$ cat config.mk
export PLATFORM = sky130hd
export DESIGN_NAME = adsr_envelope
export DESIGN_NICKNAME = d
export VERILOG_FILES = /design/src/rtl/adsr_envelope.sv
export SDC_FILE = /design/constraint.sdc
export NUM_CORES = 1
export LEC_CHECK = 0
export CAP_MARGIN = 25
export CORE_MARGIN = 2
export CORE_UTILIZATION = 40
export DETAILED_ROUTE_END_ITERATION = 12
export SYNTH_ARGS = -nofsm -noshare
export SYNTH_HDL_FRONTEND = slang
export SYNTH_SLANG_ARGS = --single-unit
$ cat constraint.sdc
create_clock -name Clk -period 17.9 [get_ports Clk]
set_clock_uncertainty 0.2 [all_clocks]
set_input_delay 1.79 -clock Clk [delete_from_list [all_inputs] [get_ports Clk]]
set_output_delay 1.79 -clock Clk [all_outputs]
set_load 0.01 [all_outputs]
$ cat src/rtl/adsr_envelope.sv
// Per-voice ADSR amplitude envelope: steps a 16-bit level once per sample tick and
// scales each signed oscillator sample by it, removing clicks from hard note gating.
module adsr_envelope #(
    parameter int DATA_W = 16,
    parameter int ENV_W  = 16
) (
    input  logic              Clk,
    input  logic              Reset,
    input  logic              sample_tick,
    input  logic              key_on,
    input  logic [ENV_W-1:0]  attack_rate,
    input  logic [ENV_W-1:0]  decay_rate,
    input  logic [ENV_W-1:0]  sustain_level,
    input  logic [ENV_W-1:0]  release_rate,
    input  logic [DATA_W-1:0] sample_in,
    output logic [DATA_W-1:0] sample_out,
    output logic [ENV_W-1:0]  env_level,
    output logic [2:0]        env_state,
    output logic              active
);

    typedef enum logic [2:0] {
        S_IDLE    = 3'd0,
        S_ATTACK  = 3'd1,
        S_DECAY   = 3'd2,
        S_SUSTAIN = 3'd3,
        S_RELEASE = 3'd4
    } state_t;

    localparam int PROD_W = DATA_W + ENV_W + 1;
    localparam logic [ENV_W-1:0] LEVEL_MAX = {ENV_W{1'b1}};
    localparam logic [ENV_W-1:0] RATE_ONE  = {{(ENV_W-1){1'b0}}, 1'b1};

    state_t              state_q, state_d;
    logic [ENV_W-1:0]    level_q, level_d;
    logic [DATA_W-1:0]   sample_q, sample_d;
    logic                key_q;

    logic                key_rise;
    logic [ENV_W-1:0]    att_eff, dec_eff, rel_eff;
    logic [ENV_W:0]      att_sum, dec_diff, rel_diff;
    logic                att_full, dec_done, rel_done, gate_released;
    logic [ENV_W-1:0]    att_level;
    logic signed [PROD_W-1:0] prod;

    assign key_rise = key_on & ~key_q;

    // A zero rate is promoted to one so that no stage can stall forever.
    assign att_eff = (attack_rate  == '0) ? RATE_ONE : attack_rate;
    assign dec_eff = (decay_rate   == '0) ? RATE_ONE : decay_rate;
    assign rel_eff = (release_rate == '0) ? RATE_ONE : release_rate;

    // One extra bit on every step catches carry/borrow so the level saturates instead of wrapping.
    assign att_sum   = {1'b0, level_q} + {1'b0, att_eff};
    assign dec_diff  = {1'b0, level_q} - {1'b0, dec_eff};
    assign rel_diff  = {1'b0, level_q} - {1'b0, rel_eff};
    assign att_full  = (att_sum >= {1'b0, LEVEL_MAX});
    assign att_level = att_full ? LEVEL_MAX : att_sum[ENV_W-1:0];
    assign dec_done  = dec_diff[ENV_W] | (dec_diff[ENV_W-1:0] <= sustain_level);
    assign rel_done  = rel_diff[ENV_W] | (rel_diff[ENV_W-1:0] == '0);

    assign gate_released = ~key_on &
        ((state_q == S_ATTACK) | (state_q == S_DECAY) | (state_q == S_SUSTAIN));

    assign prod = $signed({{(ENV_W + 1){sample_in[DATA_W-1]}}, sample_in}) *
                  $signed({{DATA_W{1'b0}}, 1'b0, level_q});

    // NOTE: every variable gets a default before any branch, so no path leaves it unassigned (no latch).
    always_comb begin
        state_d  = state_q;
        level_d  = level_q;
        sample_d = sample_q;

        if (sample_tick) begin
            sample_d = DATA_W'(prod >>> ENV_W);
        end

        if (key_rise) begin
            state_d = S_ATTACK;
            if (sample_tick) begin
                level_d = att_level;
                state_d = att_full ? S_DECAY : S_ATTACK;
            end
        end else if (sample_tick) begin
            if (gate_released || state_q == S_RELEASE) begin
                level_d = rel_done ? '0 : rel_diff[ENV_W-1:0];
                state_d = rel_done ? S_IDLE : S_RELEASE;
            end else begin
                case (state_q)
                    S_ATTACK: begin
                        level_d = att_level;
                        state_d = att_full ? S_DECAY : S_ATTACK;
                    end
                    S_DECAY: begin
                        level_d = dec_done ? sustain_level : dec_diff[ENV_W-1:0];
                        state_d = dec_done ? S_SUSTAIN : S_DECAY;
                    end
                    S_SUSTAIN: begin
                        level_d = sustain_level;
                    end
                    default: begin
                        level_d = '0;
                        state_d = S_IDLE;
                    end
                endcase
            end
        end
    end

    // NOTE: sequential state uses non-blocking assignments so all flops update from pre-edge values.
    always_ff @(posedge Clk or posedge Reset) begin
        if (Reset) begin
            state_q  <= S_IDLE;
            level_q  <= '0;
            sample_q <= '0;
            key_q    <= 1'b0;
        end else begin
            state_q  <= state_d;
            level_q  <= level_d;
            sample_q <= sample_d;
            key_q    <= key_on;
        end
    end

    assign sample_out = sample_q;
    assign env_level  = level_q;
    assign env_state  = state_q;
    assign active     = (state_q != S_IDLE);

endmodule

# Yosys cells after proc, flatten, opt, wreduce, memory -nomap -nowiden
# Cells that the tools add are included.
[classes] n_addsub=3 order_cmp=2 bitwise=8 n_mux=19 n_eq_ne=5 n_reduce_logical=8 mul=1
[ops] operator="two-way mux 16 bit" count=10
[ops] operator="zero test 16 bit" count=4
[ops] operator="case mux 16 bit (3 select lines)" count=1
[ops] operator="subtractor 16 x 16 -> 17 bit" count=2
[ops] operator="multiplier 16 x 17 -> 32 bit" count=1
[ops] operator="adder 16 x 16 -> 17 bit" count=1
[ops] operator=">= comparator 17 x 16 -> 1 bit (second input constant)" count=1
[ops] operator="<= comparator 16 bit" count=1
[ops] operator="two-way mux 3 bit" count=4
[ops] operator="case mux 3 bit (3 select lines)" count=1
[ops] operator="== test 3 x 2 -> 1 bit (second input constant)" count=2
[ops] operator="two-way mux 2 bit" count=2
[ops] operator="OR 1 bit" count=4
[ops] operator="== test 3 x 1 -> 1 bit (second input constant)" count=1
[ops] operator="== test 3 bit (second input constant)" count=1
[ops] operator="inequality test 3 x 2 -> 1 bit (second input constant)" count=1
[ops] operator="nonzero test 3 bit" count=1
[ops] operator="AND 1 bit" count=2
[ops] operator="inverter 1 bit" count=2
[ops] operator="AND reduction 2 bit" count=1
[ops] operator="nonzero test 2 bit" count=1
[ops] operator="logical OR 1 bit" count=1
[ops] operator="two-way mux 1 bit" count=1
[word_totals] out_inout_bits=36 reg_bits=36 in_bits=84 wordCells=50

# Depth between registers and ports, before layout
# Gate-level depths: netlist of run 1.
[logic_depth] word_depth=10 mapped_depth=25 mapped_depth_nobuf=24

# Least setup slack after synthesis of run 1
# Ideal clock, no wire load.
[synth_timing] path_kind="input to register" from="input port sample_in[1]" to="register sample_q[13], in the netlist sample_out[13]" n_path_buf=1 path_slack_ns=10.418 path_stages=22 setup_ns=0.125 arrival_ns=7.157 required_ns=17.575 cell_sequence="clkbuf_1 > nand2_1 > fa_1 > inv_1 > fa_1 > inv_1 > fa_1 > fa_1 > inv_1 > fa_1 > fa_1 > ha_1 > a211o_1 > o211ai_1 > a211oi_1 > a21oi_1 > nand3_1 > a31oi_1 > o21bai_1 > a21oi_1 > xnor2_1 > mux2_2"
[synth_between] elab_chain_len=1
[synth_lines] item="start: declaration" line_no="15" source="input logic [DATA_W-1:0] sample_in,"
[synth_lines] item="multiplier 16 x 17 -> 32 bit" line_no="65" source="assign prod = $signed({{(ENV_W + 1){sample_in[DATA_W-1]}}, sample_in}) *"
[synth_lines] item="end signal: assignment" line_no="120" source="sample_q <= sample_d;"
[synth_lines] item="end: declaration" line_no="36" source="logic [DATA_W-1:0] sample_q, sample_d;"
# Every way passes these cells.
# A chain may end at the register's enable or synchronous reset.

# Worst setup path in the final report of run 1
[layout_timing] from="input port sample_in[7]" to="register sample_q[15], in the netlist sample_out[15]"
# Same word-level chain as after synthesis.

==> metrics.log, run 1 <==
[metrics] fraction of synthesized area in multiplexers: just under 2%
[metrics] clock tree from TritonCTS: yes
[metrics] max-slew violation total from the final report: 0
[metrics] period utilization: a little under half
[metrics] final wirelength: about 36000 um
[metrics] grt total ovfl: 0
[metrics] number of cells in the finished layout apart from fillers: roughly 2100
[metrics] area enclosed by the die boundary: 34010 um^2
[metrics] compound-gate portion of the synthesized area: a little under an eighth
[metrics] die boundary height: around 180 um
[metrics] post-synthesis net count: ~2000
[metrics] area of the mapped netlist: ~13000 um^2
[metrics] Syn. warnings: 0
[metrics] share of cells above drive strength 1: under 10%
[metrics] adder-cell share of the synthesized area: about 47%
[metrics] Cells after DPL: 2073
[metrics] # Post-CTS Setup Buffers: 0
[metrics] Die X: 184.4 um
[metrics] Slew Limit Headroom: a little under a third
[metrics] effective utilization at floorplan: between 40% and 50%
[metrics] share of Yosys cell area claimed by the top area cell type: roughly 30%
[metrics] number of nets in the finished design: around 2100
[metrics] biggest area contributors in the synthesized netlist: sky130_fd_sc_hd__fa_1, sky130_fd_sc_hd__ha_1, sky130_fd_sc_hd__inv_1
[metrics] area of the core region: approximately 32000 um^2
[metrics] clock net sink count: 36
[metrics] min Tclk post-route: around 8.4 ns
[metrics] number of placement rows: 66
[metrics] setup repair after global routing missed its margin: false
[metrics] critical path data arrival time: roughly 8.3 ns
[metrics] clock latency on the worst-skew pair: approximately 0.29 ns
[metrics] cts hold-fix bufs: 0
[metrics] largest net degree at the start of global routing: 45
[metrics] count of instances resized after the clock tree is built: 0
[metrics] combinational family with the most area after synthesis: adder cells
[metrics] Final setup violation count: 0
[metrics] final hold vios: 0
[metrics] transition time at the pin with the least slew margin: 1.032 ns
[metrics] synthesized-area fraction occupied by and/or/nand/nor cells: between 10% and 20%
[metrics] startpoint types: input port
[metrics] global placement routability congestion: 0.8997
[metrics] diode insertion count for antenna repair: 0
[metrics] Maximum Capacitance Violations: 0
[metrics] achievable frequency: 0.1191 GHz
[metrics] sequential fraction of the synthesis area: 6.919%
[metrics] area added between synthesis and finish: 13.76%
[metrics] antenna violations before repair: 1
[metrics] sort of element at the end of the critical path: flop
[metrics] TritonRoute pass-1 iters: 5
[metrics] Total Negative Setup Slacks: 0 ns
[metrics] H-tree levels: 2
[metrics] number of global-route vias before repair: around 11000
[metrics] Starting DRT DRC Count: ~510
[metrics] count of flip-flops with a built-in enable after synthesis: 0
[metrics] prevailing post-synth register cell: sky130_fd_sc_hd__dfrtp_1
[metrics] start-to-end type of the worst setup path: input port to flop
[metrics] outcome: complete, no violations
[metrics] number of distinct library cells after synthesis: 72
[metrics] mean post-synth cell area: 8.325 um^2
[metrics] number of top-level pins: between 100 and 150
[metrics] maximum net fanout on the critical path: 16
[metrics] number of buffers inserted by port buffering: approximately 120
[metrics] residual antenna-violating net count after detailed routing: 0
[metrics] via count normalized by instance count: around 5.2
[metrics] number of buffers created by CTS: 5
[metrics] number of register bits inferred by synthesis: 36
[metrics] post-synthesis cell type with the largest combined area: sky130_fd_sc_hd__fa_1
[metrics] maximum buffer depth of the clock tree: 2
[metrics] number of DRC violations after detailed routing: 0
[metrics] HPWL Detailed: slightly below 30000 um
[metrics] master cell of the clock root buffer: sky130_fd_sc_hd__clkbuf_16
[metrics] worst hold-check path type: flop to flop
[metrics] post-synthesis cell count: between 1500 and 2000
[metrics] vias after detailed routing: roughly 11000
[metrics] required time reported for the critical path endpoint: approximately 18 ns
[metrics] average wire per cell in the routed design: ~17 um
[metrics] Clock Pin Slew Worst Setup and Hold Paths: 0.06 ns
[metrics] Async SR Flop Fraction: 100.0%
[metrics] overall routing resource usage: 22.35%
[metrics] xor-xnor portion of the synthesized cell area: around 3.2%
[metrics] wire length of the first global-routing pass: 59370 um
logic make-up after synthesis:
| kind of cell | count (synthesis) |
|---|---|
| adder cells (fa/ha/maj) | 374 |
| flip-flops | 36 |
| multiplexers | 24 |
| AO/OA/AOI/OAI | 229 |
| AND/OR/NAND/NOR | 476 |
| XOR/XNOR | 48 |
| buffers and inverters | 377 |
final cells by class:
| cell class | instances | area, um^2 |
|---|---|---|
| sequential | 36 | 900.9 |
| timing repair buffer | 134 | 1299 |
| tap | 442 | 553.0 |
| fill | 3201 | 17480 |
| clock buffer | 5 | 125.1 |
| clock inverter | 3 | 90.09 |
| multi-input combinational | 1151 | 10680 |
| inverter | 310 | 1164 |
cells in the mapped netlist (5+ instances only):
cell type,count
sky130_fd_sc_hd__ha_1,178
sky130_fd_sc_hd__nand2b_1,22
sky130_fd_sc_hd__dfrtp_1,36
sky130_fd_sc_hd__o21a_1,15
sky130_fd_sc_hd__o21ai_0,36
sky130_fd_sc_hd__a21o_1,17
sky130_fd_sc_hd__a211oi_1,8
sky130_fd_sc_hd__fa_1,196
sky130_fd_sc_hd__nor2b_1,17
sky130_fd_sc_hd__clkbuf_1,63
sky130_fd_sc_hd__o31ai_1,10
sky130_fd_sc_hd__a21oi_1,63
sky130_fd_sc_hd__xnor2_1,31
sky130_fd_sc_hd__mux2i_1,11
sky130_fd_sc_hd__o211ai_1,5
sky130_fd_sc_hd__o31a_1,6
sky130_fd_sc_hd__nor2_1,78
sky130_fd_sc_hd__nor3_1,17
sky130_fd_sc_hd__nand3_1,15
sky130_fd_sc_hd__o22a_1,6
sky130_fd_sc_hd__inv_1,310
sky130_fd_sc_hd__mux2_2,10
sky130_fd_sc_hd__xor2_1,17
sky130_fd_sc_hd__and2_1,92
sky130_fd_sc_hd__o21ai_1,8
sky130_fd_sc_hd__a31oi_1,6
sky130_fd_sc_hd__nand2_1,191
sky130_fd_sc_hd__o22ai_1,6
sky130_fd_sc_hd__nand4_1,10
sky130_fd_sc_hd__nor4_1,13
metrics by stage:
step | utilization (%) | hold slack (ns) | worst slack [ns] | cell area [um^2]
floorplan | - | 0.3183 | 10.42 | 13020
global placement | 45.21 | 0.2812 | 9.318 | 14600
detailed placement | 45.21 | 0.2853 | 9.248 | 14600
CTS | 45.87 | 0.3006 | 9.542 | 14810
global route | 45.87 | 0.3113 | 9.080 | 14810
finish | 45.87 | 0.2927 | 9.505 | 14810
critical path, stage by stage:
cell                              delay [ns]
sky130_fd_sc_hd__clkdlybuf4s50_1        1.05
sky130_fd_sc_hd__nand2_1                0.19
sky130_fd_sc_hd__fa_1                   0.57
sky130_fd_sc_hd__inv_1                  0.05
sky130_fd_sc_hd__fa_1                   0.49
sky130_fd_sc_hd__inv_1                  0.05
sky130_fd_sc_hd__fa_1                   0.52
sky130_fd_sc_hd__inv_1                  0.05
sky130_fd_sc_hd__fa_1                   0.47
sky130_fd_sc_hd__inv_1                  0.05
sky130_fd_sc_hd__fa_1                   0.47
sky130_fd_sc_hd__inv_1                  0.05
sky130_fd_sc_hd__fa_1                   0.44
sky130_fd_sc_hd__ha_1                   0.29
sky130_fd_sc_hd__and4_1                 0.21
sky130_fd_sc_hd__nor3_1                 0.14
sky130_fd_sc_hd__a211oi_1               0.09
sky130_fd_sc_hd__nand3_1                0.15
sky130_fd_sc_hd__nand3_1                0.20
sky130_fd_sc_hd__a31oi_1                0.34
sky130_fd_sc_hd__o2111ai_1              0.21
sky130_fd_sc_hd__a21oi_1                0.21
sky130_fd_sc_hd__xnor2_1                0.14
sky130_fd_sc_hd__a21oi_1                0.08
sequential cells by signal, indices dropped and copies added, names as in the netlist:
name,cells
key_q,1
env_level,16
sample_out,16
env_state,3
layout by cell type, fill, tap and decap left out, types with 8 or more instances in the layout:
cell,count
sky130_fd_sc_hd__mux2_2,10
sky130_fd_sc_hd__nor2_1,78
sky130_fd_sc_hd__o21ai_1,8
sky130_fd_sc_hd__nand3_1,15
sky130_fd_sc_hd__a211oi_1,8
sky130_fd_sc_hd__xor2_1,17
sky130_fd_sc_hd__mux2i_1,11
sky130_fd_sc_hd__buf_4,15
sky130_fd_sc_hd__o21a_1,15
sky130_fd_sc_hd__nand4_1,10
sky130_fd_sc_hd__a21oi_1,63
sky130_fd_sc_hd__dfrtp_1,36
sky130_fd_sc_hd__nor2b_1,17
sky130_fd_sc_hd__inv_1,310
sky130_fd_sc_hd__nor4_1,13
sky130_fd_sc_hd__nand2_1,191
sky130_fd_sc_hd__xnor2_1,31
sky130_fd_sc_hd__nor3_1,17
sky130_fd_sc_hd__fa_1,196
sky130_fd_sc_hd__clkdlybuf4s50_1,118
sky130_fd_sc_hd__ha_1,178
sky130_fd_sc_hd__nand2b_1,22
sky130_fd_sc_hd__o21ai_0,36
sky130_fd_sc_hd__and2_1,92
sky130_fd_sc_hd__a21o_1,17
sky130_fd_sc_hd__o31ai_1,10
final timing paths:
kind,startpoint,to,slack (ns),depth (start not counted)
min in group asynchronous,Reset,sample_out[15]$_DFFE_PP0P_,1.71,3
setup reg to reg,env_level[11]$_DFFE_PP0P_,sample_out[15]$_DFFE_PP0P_,10.86,21
setup / recovery,sample_in[7],sample_out[15]$_DFFE_PP0P_,9.50,24
max in group asynchronous,Reset,env_level[15]$_DFFE_PP0P_,15.43,3
hold / removal,sample_out[3]$_DFFE_PP0P_,sample_out[3]$_DFFE_PP0P_,0.29,1
hold reg to reg,sample_out[3]$_DFFE_PP0P_,sample_out[3]$_DFFE_PP0P_,0.29,1
metal layers:
metal	part of all wire, %	GRT usage [%]
met1	45	29.53
met2	48	38.89
met5	0.033	0
met3	4.3	1.897
met4	2.9	6.720
Power of run 1 is not shown: default switching activity piles up to over one toggle a cycle in this logic, so the estimate is an artifact.
==> inputs of run 2 (changes only) <==
clock period = 7.45 ns   (was 17.9 ns; I/O delays follow)
==> run 2 against run 1 <==
  * Worst hold slack got worse by 0.0046 ns
  * Register-to-register slack got worse by 10 ns
  * Via count grew 0.48%
  * Non-clock buffer count is 28 higher
  * Cell count increased by 1.3%
==> metrics.log, run 2 (synthesis gave the netlist of run 1 again) <==
[metrics] min Tclk post-route: between 7 and 8 ns
[metrics] number of buffers inserted by port buffering: 119 (unchanged)
[metrics] transition time at the pin with the least slew margin: 0.8983 ns (-0.1337 ns)
[metrics] maximum buffer depth of the clock tree: 2 (unchanged)
[metrics] start-to-end type of the worst setup path: input port to flop
[metrics] Final setup violation count: 0 (unchanged)
[metrics] TritonRoute pass-1 iters: 5 (unchanged)
[metrics] Clock Pin Slew Worst Setup and Hold Paths: 0.05 ns (about the same)
[metrics] number of top-level pins: 120 (unchanged)
[metrics] critical path data arrival time: 7.09 ns (-1.24 ns)
[metrics] startpoint types: input port
[metrics] # Post-CTS Setup Buffers: 0 (unchanged)
[metrics] area added between synthesis and finish: 15.01%
[metrics] outcome: complete, no violations
[metrics] number of nets in the finished design: 2124 (+1.3%)
[metrics] Filler cells: 3207 (+0.19%)
[metrics] required time reported for the critical path endpoint: 7.44 ns (-10.39 ns)
[metrics] largest net degree at the start of global routing: 45 (unchanged)
[metrics] achievable frequency: 0.1408 GHz
[metrics] most common library cell in the layout ignoring fill and taps: sky130_fd_sc_hd__inv_1
[metrics] number of global-route vias before repair: 11626 (+1.4%)
[metrics] period utilization: 95.36%
[metrics] HPWL Detailed: 30010 um (+2.7%)
[metrics] number of placement rows: 66 (unchanged)
[metrics] residual antenna-violating net count after detailed routing: 0 (unchanged)
[metrics] final hold vios: 0 (unchanged)
[metrics] sort of element at the end of the critical path: flop
[metrics] via count normalized by instance count: 5.167 (-0.81%)
[metrics] maximum net fanout on the critical path: 10 (-6)
[metrics] clock latency on the worst-skew pair: 0.29 ns (about the same)
[metrics] worst hold-check path type: flop to flop
[metrics] cts hold-fix bufs: 0 (unchanged)
[metrics] area of the core region: 32290 um^2 (unchanged)
[metrics] clock net sink count: 36 (unchanged)
[metrics] area enclosed by the die boundary: 34010 um^2 (unchanged)
[metrics] H-tree levels: 2 (unchanged)
[metrics] clock tree from TritonCTS: yes
[metrics] overall routing resource usage: 21.70% (-0.65 points)
[metrics] Slew Limit Headroom: 39.89% (+8.7 points)
[metrics] setup repair after global routing missed its margin: false
[metrics] master cell of the clock root buffer: sky130_fd_sc_hd__clkbuf_16
[metrics] number of DRC violations after detailed routing: 0 (unchanged)
[metrics] vias after detailed routing: 10891 (+0.48%)
[metrics] top library cells by usage in the layout, fill and taps aside: sky130_fd_sc_hd__inv_1, sky130_fd_sc_hd__fa_1, sky130_fd_sc_hd__nand2_1, sky130_fd_sc_hd__ha_1, sky130_fd_sc_hd__clkdlybuf4s50_1
[metrics] Maximum Capacitance Violations: 0 (unchanged)
[metrics] final wirelength: 35140 um (-3.1%)
[metrics] number of buffers created by CTS: 5 (unchanged)
[metrics] Starting DRT DRC Count: 637 (+25%)
[metrics] wire length of the first global-routing pass: 58350 um (-1.7%)
[metrics] average wire per cell in the routed design: 16.67 um (-4.4%)
[metrics] share of cells above drive strength 1: 4.322% (+1.6 points)
[metrics] max-slew violation total from the final report: 0 (unchanged)
[metrics] Total Negative Setup Slacks: 0 ns (unchanged)
[metrics] die boundary height: 184.4 um (unchanged)
[metrics] Die X: 184.4 um (unchanged)
[metrics] grt total ovfl: 0 (unchanged)
[metrics] effective utilization at floorplan: 40.32% (unchanged)
[metrics] count of instances resized after the clock tree is built: 0 (unchanged)
[metrics] global placement routability congestion: 0.8960 (-0.41%)
[metrics] diode insertion count for antenna repair: 0 (unchanged)
[metrics] antenna violations before repair: 0 (-1)
-- run 2: layout make-up --
cell class,instances,area [um^2],area share (%)
inverters,310,1164,7.771
well taps,442,553.0,3.693
clock buffers,7,152.6,1.019
repair buffers,162,1524,10.18
flip-flops and latches,36,900.9,6.016
multi-input cells,1151,10680,71.32
-- run 2: critical path, cell delays in order --
cell and delay (ns):
sky130_fd_sc_hd__clkdlybuf4s50_1 0.71, sky130_fd_sc_hd__nand2_1 0.13, sky130_fd_sc_hd__fa_1 0.51, sky130_fd_sc_hd__inv_1 0.06
sky130_fd_sc_hd__fa_1 0.53, sky130_fd_sc_hd__inv_1 0.05, sky130_fd_sc_hd__fa_1 0.48, sky130_fd_sc_hd__fa_1 0.56
sky130_fd_sc_hd__inv_1 0.05, sky130_fd_sc_hd__fa_1 0.49, sky130_fd_sc_hd__fa_1 0.42, sky130_fd_sc_hd__ha_1 0.30
sky130_fd_sc_hd__a211o_1 0.25, sky130_fd_sc_hd__o211ai_1 0.19, sky130_fd_sc_hd__a211oi_1 0.16, sky130_fd_sc_hd__a21oi_1 0.21
sky130_fd_sc_hd__nand3_1 0.23, sky130_fd_sc_hd__a31oi_1 0.35, sky130_fd_sc_hd__nor2b_1 0.10, sky130_fd_sc_hd__o21a_1 0.21
sky130_fd_sc_hd__o21a_1 0.17, sky130_fd_sc_hd__o31ai_1 0.19
-- run 2: worst paths after layout --
path / startpoint / endpoint / slack [ns] / depth (start not counted)
min in group asynchronous: Reset / sample_out[13]$_DFFE_PP0P_ / 0.69 / 3
min: sample_out[9]$_DFFE_PP0P_ / sample_out[9]$_DFFE_PP0P_ / 0.29 / 2
min reg2reg: sample_out[9]$_DFFE_PP0P_ / sample_out[9]$_DFFE_PP0P_ / 0.29 / 2
max: sample_in[3] / sample_out[9]$_DFFE_PP0P_ / 0.35 / 22
max reg2reg: env_level[4]$_DFFE_PP0P_ / sample_out[9]$_DFFE_PP0P_ / 0.76 / 20
max in group asynchronous: Reset / env_level[5]$_DFFE_PP0P_ / 6.00 / 3
-- run 2: metrics by stage --
stage               instance area [um^2]  hold WS (ns)  utilization (%)  worst slack [ns]  std cells
detailed placement                 14820        0.2939            45.90         -0.006297       2101
floorplan                          13020        0.3183                -             1.013       1564
global route                       14970        0.3081            46.38           0.01088       2108
global placement                   14820        0.2802            45.90           0.08902       2101
finish                             14970        0.2881            46.38            0.3455       2108
CTS                                14970        0.3059            46.37            0.2399       2108
-- run 2: per-layer routing --
layer	vias to the layer above	track usage (%)	part of all wire (%)
met5	-	0	0
met4	0	4.544	1.6
met3	41	1.640	4.8
met2	310	38.50	48
met1	5357	29.00	45
li1	5183	-	-
Power of run 2 is left out for the same reason.
==> inputs of run 3 (changes only) <==
RECOVER_POWER = 100   (was default)
==> run 3 against run 2 <==
  * The flow now finishes with violations (capacitance limit, slew limit)
  * Core utilization fell by 0.19 points
  * Critical endpoint unchanged
  * Routed wire length grew 0.42%
  * Clock-buffer cell count did not move
  * Maximum frequency shrank 0.32%
  * Cell count unchanged
  * Highest routed layer unchanged
==> metrics.log, run 3 (synthesis gave the netlist of run 1 again) <==
[metrics] outcome: finished with violations
[metrics] failing checks: capacitance limit, slew limit
[metrics] startpoint types: input port
[metrics] Slew Limit Headroom: -41.77% (-82 points)
[metrics] CP peak stage delay: 0.72 ns (about the same)
[metrics] achievable frequency: 0.1403 GHz (-0.32%)
[metrics] clock tree from TritonCTS: yes
[metrics] average wire per cell in the routed design: 16.74 um (+0.42%)
[metrics] number of DRC violations after detailed routing: 0 (unchanged)
[metrics] diode insertion count for antenna repair: 0 (unchanged)
[metrics] slowest cell on the critical path: sky130_fd_sc_hd__clkdlybuf4s50_1
[metrics] destination of the worst register-to-register timing path: sample_out[9]$_DFFE_PP0P_
[metrics] setup ws final: 0.3226 ns (-0.02291 ns)
[metrics] most common cell type on the critical path: sky130_fd_sc_hd__fa_1
[metrics] maximum net fanout on the critical path: 10 (unchanged)
[metrics] area of the core region: 32290 um^2 (unchanged)
[metrics] Final setup violation count: 0 (unchanged)
[metrics] Cells after DPL: 2101 (unchanged)
[metrics] crit-path cells: clkdlybuf4s50_1 -> nand2_1 -> fa_1 -> inv_1 -> fa_1 -> inv_1 -> fa_1 -> fa_1 -> inv_1 -> fa_1 -> fa_1 -> ha_1 -> a211o_1 -> o211ai_1 -> a211oi_1 -> a21oi_1 -> nand3_1 -> a31oi_1 -> nor2b_1 -> o21a_1 -> o21a_1 -> o31ai_1
[metrics] vias after detailed routing: 10809 (-0.75%)
[metrics] R2R cell count: 23 (+15%)
[metrics] residual antenna-violating net count after detailed routing: 0 (unchanged)
[metrics] number of nets in the finished design: 2124 (unchanged)
[metrics] die boundary height: 184.4 um (unchanged)
[metrics] global placement routability congestion: 0.8960 (unchanged)
[metrics] crit path from: sample_in[3]
[metrics] required time reported for the critical path endpoint: 7.44 ns (about the same)
[metrics] Die X: 184.4 um (unchanged)
[metrics] HPWL Detailed: 30010 um (unchanged)
[metrics] critical path data arrival time: 7.11 ns (+0.02 ns)
[metrics] minimum setup slack among reg-to-reg paths: 0.45 ns (-0.31 ns)
[metrics] setup slack after placement: -0.006297 ns (unchanged)
[metrics] period utilization: 95.67% (+0.31 points)
[metrics] setup repair after global routing missed its margin: false
[metrics] Reg2Reg Launch Point: env_level[7]$_DFFE_PP0P_
[metrics] overall routing resource usage: 21.70% (unchanged)
[metrics] post-route design area: 14910 um^2 (-0.42%)
[metrics] TritonRoute pass-1 iters: 5 (unchanged)
[metrics] number of placement rows: 66 (unchanged)
[metrics] Maximum Capacitance Violations: 1 (+1)
[metrics] fin util: 46.18% (-0.19 points)
[metrics] # Post-CTS Setup Buffers: 0 (unchanged)
[metrics] antenna violations before repair: 0 (unchanged)
[metrics] endpoint of the worst setup timing path: sample_out[9]$_DFFE_PP0P_
[metrics] final wirelength: 35290 um (+0.42%)
[metrics] min Tclk post-route: 7.127 ns (+0.02291 ns)
[metrics] H-tree levels: 2 (unchanged)
[metrics] number of buffers created by CTS: 5 (unchanged)
[metrics] worst hold-check path type: flop to flop
[metrics] most common library cell in the layout ignoring fill and taps: sky130_fd_sc_hd__inv_1
[metrics] wire length of the first global-routing pass: 58350 um (unchanged)
[metrics] clock latency on the worst-skew pair: 0.29 ns (about the same)
[metrics] clock net sink count: 36 (unchanged)
[metrics] post-detailed-placement cell area: 14820 um^2 (unchanged)
[metrics] via count normalized by instance count: 5.128 (-0.75%)
[metrics] area added between synthesis and finish: 14.53%
[metrics] number of cells in the finished layout apart from fillers: 2108 (unchanged)
[metrics] maximum buffer depth of the clock tree: 2 (unchanged)
[metrics] effective utilization at floorplan: 40.32% (unchanged)
[metrics] final hold vios: 0 (unchanged)
[metrics] master cell of the clock root buffer: sky130_fd_sc_hd__clkbuf_16
[metrics] area enclosed by the die boundary: 34010 um^2 (unchanged)
[metrics] number of top-level pins: 120 (unchanged)
[metrics] max-slew violation total from the final report: 37 (+37)
[metrics] largest net degree at the start of global routing: 45 (unchanged)
[metrics] number of buffers inserted by port buffering: 119 (unchanged)
[metrics] cts hold-fix bufs: 0 (unchanged)
[metrics] sort of element at the end of the critical path: flop
[metrics] Starting DRT DRC Count: 588 (-7.7%)
[metrics] transition time at the pin with the least slew margin: 2.127 ns (+1.228 ns)
[metrics] number of global-route vias before repair: 11626 (unchanged)
[metrics] Clock Pin Slew Worst Setup and Hold Paths: 0.05 ns (about the same)
[metrics] grt total ovfl: 0 (unchanged)
[metrics] top library cells by usage in the layout, fill and taps aside: sky130_fd_sc_hd__inv_1, sky130_fd_sc_hd__fa_1, sky130_fd_sc_hd__nand2_1, sky130_fd_sc_hd__ha_1, sky130_fd_sc_hd__clkdlybuf4s50_1
[metrics] start-to-end type of the worst setup path: input port to flop
[metrics] share of cells above drive strength 1: 3.421% (-0.90 points)
[run 3: cell count changes in the layout (fill, tap and decap cells not counted), sizes merged]
cell           before  now
dlygate4sd3         0   26
buf                44   30
clkdlybuf4s50     117   91
clkbuf              7   21
[run 3: what timing repair did]
| action | CTS | global route |
|---|---|---|
| endpoints found under the hold margin | 0 | 0 |
| resized for setup | 0 | 1 |
| endpoints found under the setup margin | 0 | 4 |
[run 3: area by class of cell]
class                   instances  area [um^2]
clock buffers                   7        152.6
fillers                      3224        17380
inverters                     310         1164
multi-input cells            1151        10670
flip-flops and latches         36        900.9
well taps                     442        553.0
repair buffers                162         1475
[run 3: layer usage]
layer | share of wire, % | GRT usage [%] | up-vias
li1 | - | - | 5183
met3 | 4.5 | 1.640 | 43
met5 | 0 | 0 | -
met2 | 48 | 38.50 | 256
met1 | 45 | 29.00 | 5327
met4 | 2.1 | 4.544 | 0
[run 3: worst max-delay path, delay by kind of cell]
family,cells,cell delay [ns]
and+or+nand+nor,3,0.46
AOI/OAI and AO/OA,8,1.73
adders and majority gates,7,3.29
buffers and inverters,4,0.88
[run 3: through the flow]
stage                     hold WS (ns)  setup TNS, ns
final                           0.2852              0
after global routing            0.3025              0
after CTS                       0.3059              0
after detailed placement        0.2939      -0.008219
after global placement          0.2802              0
after floorplan                 0.3183              0
[run 3: how the worst min path moves through the flow]
stage,slack (ns),start,cells after the start,to
2_1_floorplan,0.32,sample_out[8]$_DFFE_PP0P_,2,sample_out[8]$_DFFE_PP0P_
3_3_place_gp,0.28,sample_out[9]$_DFFE_PP0P_,2,sample_out[9]$_DFFE_PP0P_
3_5_place_dp,0.29,sample_out[3]$_DFFE_PP0P_,1,sample_out[3]$_DFFE_PP0P_
4_1_cts,0.31,sample_out[3]$_DFFE_PP0P_,1,sample_out[3]$_DFFE_PP0P_
5_1_grt,0.30,sample_out[3]$_DFFE_PP0P_,1,sample_out[3]$_DFFE_PP0P_
6_report,0.29,sample_out[9]$_DFFE_PP0P_,2,sample_out[9]$_DFFE_PP0P_
Power of run 3 is left out for the same reason.
